`src/rtl/mem_port_arbiter.sv`:
```
// Two-requester arbiter sharing one memory port between I-cache refill and d_mem.
// Define ARVI_ARB_RR_EN for round-robin tie-breaking; otherwise DM wins ties.
module mem_port_arbiter #(
  parameter int XLEN = 32,
  parameter int BE_W = XLEN/8
) (
  input  logic            i_clk,
  input  logic            i_rst,
  input  logic            i_IC_DataReq,
  input  logic [XLEN-1:0] i_IC_Addr,
  output logic [XLEN-1:0] o_IC_Data,
  output logic            o_IC_MemReady,
  input  logic            i_DM_Wen,
  input  logic            i_DM_MemRead,
  input  logic [XLEN-1:0] i_DM_Addr,
  input  logic [XLEN-1:0] i_DM_Wd,
  input  logic [BE_W-1:0] i_DM_byte_en,
  output logic [XLEN-1:0] o_DM_ReadData,
  output logic            o_DM_data_ready,
  output logic            o_MEM_req,
  output logic            o_MEM_we,
  output logic [XLEN-1:0] o_MEM_addr,
  output logic [XLEN-1:0] o_MEM_wd,
  output logic [BE_W-1:0] o_MEM_be,
  input  logic [XLEN-1:0] i_MEM_rdata,
  input  logic            i_MEM_ack,
  output logic            o_busy
);

  typedef enum logic [1:0] {S_IDLE, S_BUSY, S_RESP} state_e;
  localparam logic OWN_IC = 1'b0;
  localparam logic OWN_DM = 1'b1;

  state_e            state_q, state_d;
  logic              owner_q, owner_d;
  logic              we_q, we_d;
  logic [XLEN-1:0]   addr_q, addr_d;
  logic [XLEN-1:0]   wd_q, wd_d;
  logic [BE_W-1:0]   be_q, be_d;
  logic [XLEN-1:0]   ic_data_q, ic_data_d;
  logic [XLEN-1:0]   dm_data_q, dm_data_d;

  logic ic_req, dm_req, dm_win;
  assign ic_req = i_IC_DataReq;
  assign dm_req = i_DM_Wen | i_DM_MemRead;

`ifdef ARVI_ARB_RR_EN
  logic last_q, last_d;
  // On a tie the side that did not win last time gets the grant.
  assign dm_win = dm_req & (~ic_req | (last_q == OWN_IC));
`else
  assign dm_win = dm_req;
`endif

  always_comb begin
    state_d   = state_q;
    owner_d   = owner_q;
    we_d      = we_q;
    addr_d    = addr_q;
    wd_d      = wd_q;
    be_d      = be_q;
    ic_data_d = ic_data_q;
    dm_data_d = dm_data_q;
`ifdef ARVI_ARB_RR_EN
    last_d    = last_q;
`endif
    case (state_q)
      S_IDLE: begin
        if (ic_req | dm_req) begin
          state_d = S_BUSY;
          if (dm_win) begin
            owner_d = OWN_DM;
            we_d    = i_DM_Wen;
            addr_d  = i_DM_Addr;
            wd_d    = i_DM_Wd;
            be_d    = i_DM_byte_en;
          end else begin
            owner_d = OWN_IC;
            we_d    = 1'b0;
            addr_d  = i_IC_Addr;
            wd_d    = '0;
            be_d    = '1;
          end
`ifdef ARVI_ARB_RR_EN
          last_d = dm_win ? OWN_DM : OWN_IC;
`endif
        end
      end
      S_BUSY: begin
        if (i_MEM_ack) begin
          state_d = S_RESP;
          if (!we_q) begin
            if (owner_q == OWN_DM) dm_data_d = i_MEM_rdata;
            else                   ic_data_d = i_MEM_rdata;
          end
        end
      end
      S_RESP:  state_d = S_IDLE;
      default: state_d = S_IDLE;
    endcase
  end

  always_ff @(posedge i_clk) begin
    if (!i_rst) begin
      state_q   <= S_IDLE;
      owner_q   <= OWN_IC;
      we_q      <= 1'b0;
      addr_q    <= '0;
      wd_q      <= '0;
      be_q      <= '0;
      ic_data_q <= '0;
      dm_data_q <= '0;
`ifdef ARVI_ARB_RR_EN
      last_q    <= OWN_DM;
`endif
    end else begin
      state_q   <= state_d;
      owner_q   <= owner_d;
      we_q      <= we_d;
      addr_q    <= addr_d;
      wd_q      <= wd_d;
      be_q      <= be_d;
      ic_data_q <= ic_data_d;
      dm_data_q <= dm_data_d;
`ifdef ARVI_ARB_RR_EN
      last_q    <= last_d;
`endif
    end
  end

  assign o_MEM_req       = (state_q == S_BUSY);
  assign o_MEM_we        = we_q;
  assign o_MEM_addr      = addr_q;
  assign o_MEM_wd        = wd_q;
  assign o_MEM_be        = be_q;
  assign o_IC_Data       = ic_data_q;
  assign o_DM_ReadData   = dm_data_q;
  assign o_IC_MemReady   = (state_q == S_RESP) && (owner_q == OWN_IC);
  assign o_DM_data_ready = (state_q == S_RESP) && (owner_q == OWN_DM);
  assign o_busy          = (state_q != S_IDLE);

endmodule

```
`config.mk`:
```
export PLATFORM = sky130hd
export DESIGN_NAME = mem_port_arbiter
export DESIGN_NICKNAME = d
export VERILOG_FILES = /design/src/rtl/mem_port_arbiter.sv
export SDC_FILE = /design/constraint.sdc
export NUM_CORES = 1
export LEC_CHECK = 0
export ABC_AREA = 1
export BUFFER_PORTS_ARGS = -buffer_cell sky130_fd_sc_hd__buf_4
export CORE_MARGIN = 4
export CORE_UTILIZATION = 35
export DETAILED_ROUTE_END_ITERATION = 6
export GPL_ROUTABILITY_DRIVEN = 0
export HOLD_SLACK_MARGIN = 0.12
export PLACE_DENSITY = 0.62
export SETUP_SLACK_MARGIN = 0.3
export SLEW_MARGIN = 5
export SYNTH_ARGS = -nofsm -noshare
export SYNTH_HDL_FRONTEND = slang
export SYNTH_SLANG_ARGS = --single-unit
export TNS_END_PERCENT = 30
```
`constraint.sdc`:
```
create_clock -name i_clk -period 1.4 [get_ports i_clk]
set_input_delay 0.28 -clock i_clk [delete_from_list [all_inputs] [get_ports i_clk]]
set_output_delay 0.28 -clock i_clk [all_outputs]
set_load 0.03 [all_outputs]
```
==> results.md <==
- The first global-routing pass estimated 32,100 um of wire.
- The number of endpoints failing setup at the final stage is 52.
- The placement-stage worst setup slack is slightly below 0.1 ns.
- The area growth from synthesis to layout is 93.3%.
- The required time reported for the critical path endpoint is 1.69 ns.
- The tightest min-delay check is of the input pin to flip-flop type.
- The worst setup path is launched from a flip-flop.
- Dividing the synthesized area by the synthesized cell count gives 6.63 sq um.
- The clock-pin transition on the worst setup and hold timing paths is roughly 0.060 ns.
- The width of the die is 137 um.
- For this run the aggregate overflow at the end of global routing stands at 0.
- The total of warnings raised by yosys is 0.
- In this run the cell area of the synthesized design comes to roughly 5800 sq um.
- The proportion of layout cells with a drive suffix above 1 is 48.6%.
- The number of nets handed over by synthesis was 1,019.
- By startpoint and endpoint, the worst setup path is classified as flip-flop to flip-flop.
- The routed design uses ~1900 um of met3 wire.
- Signal routing reaches up to met5.
- Setup total negative slack on the finished layout was measured at -2.30 ns.
- The tree is rooted in a sky130_fd_sc_hd__clkbuf_16.
- The endpoint class of the critical path is a flip-flop.
- The actual slew at the worst max-slew pin is 0.394 ns.
- The post-layout minimum cycle time is 1.53 ns.
- In this run the tool buffered the top-level ports with 274 buffer cells.
- In this run the remaining antenna-violating nets after routing total 0.
- In the final routing, the length of wire on met1 measures about 9000 um.
- Detailed placement finished with a half-perimeter wire length of 13,100 um.
- The number of register bits inferred by synthesis is between 100 and 150.
- The most area-hungry cell type in the Yosys netlist is sky130_fd_sc_hd__dfxtp_1.
- Across the routed clock network, the largest skew measured is 0.0108 ns.
- The run finished, with violations left.
- The initial antenna violation count is 1.
- The final-report hold violation count is 0.
- The die footprint is 18,800 sq um.
- The worst-case IR drop observed on VDD is 1.21 mV.
- The fraction of the yosys area taken by sequential cells is 46.6%.
- After detailed routing, the number of remaining DRC violations is 0.
- The floorplan core area is ~16,000 sq um.
- After detailed routing, the number of vias per cell comes to approximately 4.7.
- For this run, the total global-route usage over all layers was measured as 21.7%.
- The number of global-route vias before repair is around 6,300.
- The critical path buffer and inverter count is 3.
- The insertion delay of the later-clocked pin in the worst-skew pair is 0.41 ns.
- Along the worst path, the maximum fanout reaches 13.
- The synthesized instance count is 881.
- 0 antenna diodes ended up in the layout.
- The number of different library cells in the post-synthesis netlist is 18.
- The critical path goes through buf_4 -> nor2_4 -> buf_6 -> nand2_8 -> clkbuf_16 -> nand3_1 -> a21oi_1.
- Max-cap violations in this run came to 0.
- For this design the static power due to leakage is roughly 5.3 nW.
- The highest clock rate is 654 MHz.
- The share of the synthesized area in the top cell type is 46.6%.
- For this design, the sink count on the clock tree is 136.
- The number of pins with negative max-slew slack in the final report is 0.
- The worst pin sits at a relative slew slack of 73.7%.
- The least setup slack across all paths after layout is -0.128 ns.
- TritonCTS built the clock tree.
- At the end of the flow, the number of nets in the layout was approximately 1,400.
- Dividing the detail-routed wire length by the instance count gives 16.1 um.
- Row generation in the floorplan step produced 46 rows.
- The final reports fail on negative setup slack.
- The violation count after the first detailed-routing iteration is 275.
- Across all hold checks on the routed design, the worst slack comes to 0.140 ns.
- In this run the power density over the cells is 1180 nW/um^2.
- Once the floorplan was initialized, standard cells occupied 36.3% of the core.
- TritonCTS created 17 clock buffers.
- Sorting the synthesized cells by area gives the leading types as sky130_fd_sc_hd__dfxtp_1 (47%), sky130_fd_sc_hd__nand2_1 (17%), sky130_fd_sc_hd__nor2_1 (13%).
- The utilization of the core after routing is 70.1%.
- The sum of routed wire length over all layers is 23,400 um.
- 275 I/O pins were placed.
- The maximum number of pins on one net before global-route repair is 53.
- Setup repair after global routing could not meet its margin everywhere.
- From bottom edge to top edge, the die measures 137 um.
- The met2 wire length is 12,100 um.
- For this design, the slowest cell found on the critical path is sky130_fd_sc_hd__dfxtp_4.
- The data arrival time of the worst path is 1.81 ns.
- The number of iterations in the first detailed-routing pass is 5.
- The maximum buffer depth of the clock tree is 2.
- The final critical-path share of the clock period is 109%.
- The vias after detailed routing is 6,878.
- The H-tree was split into 4 levels.
- On the critical path the largest part of the delay comes from buffers and inverters.
- In this design, the stage delay of the slowest critical-path cell is around 0.36 ns.
## what timing repair did
item                       in CTS  in global routing
setup buffers                  19                  7
resized for setup             177                208
gates cloned                   10                 15
pin swaps                      29                 34
hold endpoints to repair       32                  0
hold buffers                   32                  0
setup endpoints to repair     257                272
## flip-flops by register name (all words and copies together) (netlist names)
name and cells:
o_DM_ReadData 32, o_MEM_we 1, o_MEM_addr 32, o_IC_Data 32, o_MEM_wd 32, state_q 2
o_MEM_be 4, owner_q 1
## worst reg2reg max path, cell delays in order, from the launching register on
cell	delay (ns)
sky130_fd_sc_hd__dfxtp_4	0.36
sky130_fd_sc_hd__buf_4	0.14
sky130_fd_sc_hd__nor2_4	0.25
sky130_fd_sc_hd__buf_6	0.17
sky130_fd_sc_hd__nand2_8	0.08
sky130_fd_sc_hd__clkbuf_16	0.21
sky130_fd_sc_hd__nand3_1	0.10
sky130_fd_sc_hd__a21oi_1	0.09
## power by group
part | total, mW | switching (mW) | internal [mW]
clock network | 4.87 | 1.82 | 3.05
logic | 3.99 | 2.09 | 1.90
registers | 4.45 | 0.237 | 4.21
## layout make-up
class	instances	area (sq um)
clock buffer	18	439
multi-input combinational	616	3220
clock inverter	14	195
timing repair buffer	376	4060
inverter	75	294
fill	1276	4820
sequential	136	2820
tap	216	270
## per-layer routing
layer  vias up  track usage (%)
li1       3373                -
met1      3216             25.5
met2       257             37.3
met3        30             8.18
met4         2             5.93
met5         -                0
## final timing paths
kind                         startpoint                    endpoint  slack [ns]  cells past startpoint
max             state_q[1]$_SDFFE_PN0P_   o_MEM_wd[19]$_SDFFE_PN0P_       -0.13                      7
min                          i_DM_Wd[3]    o_MEM_wd[3]$_SDFFE_PN0P_        0.14                      3
max reg2reg     state_q[1]$_SDFFE_PN0P_   o_MEM_wd[19]$_SDFFE_PN0P_       -0.13                      7
min reg2reg  o_IC_Data[31]$_SDFFE_PN0P_  o_IC_Data[31]$_SDFFE_PN0P_        0.47                      2
## synthesized netlist by cell type, drive strengths merged
| library cell | instances |
|---|---|
| nand2 | 268 |
| nor2 | 207 |
| dfxtp | 136 |
| nand3 | 97 |
| inv | 73 |
| buf | 37 |
| a21oi | 35 |
| clkbuf | 18 |
| o21ai | 4 |
| nor3 | 3 |
| clkinv | 2 |
| nand3b | 1 |
## stage by stage
step / cell area (sq um) / cells / total power [mW]
floorplan: 5930 / 881 / 6.08
global placement: 8250 / 1336 / 7.16
detailed placement: 8250 / 1336 / 7.18
CTS: 10200 / 1429 / 12.7
global route: 11300 / 1451 / 13.9
finish: 11300 / 1451 / 13.3
## cells by family (layout without fill, tap and decap cells)
logic type | after synthesis | after routing | synth area share [%]
compound gates | 39 | 39 | 3.34
buf+inv | 130 | 483 | 10.1
flops | 136 | 136 | 46.6
simple gates | 576 | 577 | 39.9
## layout by cell type, fill, tap and decap left out, types with 8 or more instances in the layout
cell type and count:
sky130_fd_sc_hd__buf_4 166, sky130_fd_sc_hd__buf_6 135, sky130_fd_sc_hd__dfxtp_1 64, sky130_fd_sc_hd__nand2_1 234, sky130_fd_sc_hd__nand3_2 51, sky130_fd_sc_hd__inv_1 71, sky130_fd_sc_hd__nor2_1 172, sky130_fd_sc_hd__dlygate4sd3_1 32
sky130_fd_sc_hd__nor2_2 19, sky130_fd_sc_hd__a21oi_1 18, sky130_fd_sc_hd__buf_12 21, sky130_fd_sc_hd__clkbuf_16 27, sky130_fd_sc_hd__buf_16 8, sky130_fd_sc_hd__nand2_2 29, sky130_fd_sc_hd__dfxtp_2 69, sky130_fd_sc_hd__nor2_4 16
sky130_fd_sc_hd__a21oi_2 17, sky130_fd_sc_hd__nand3_1 42
(Power assumes the default switching activity.)
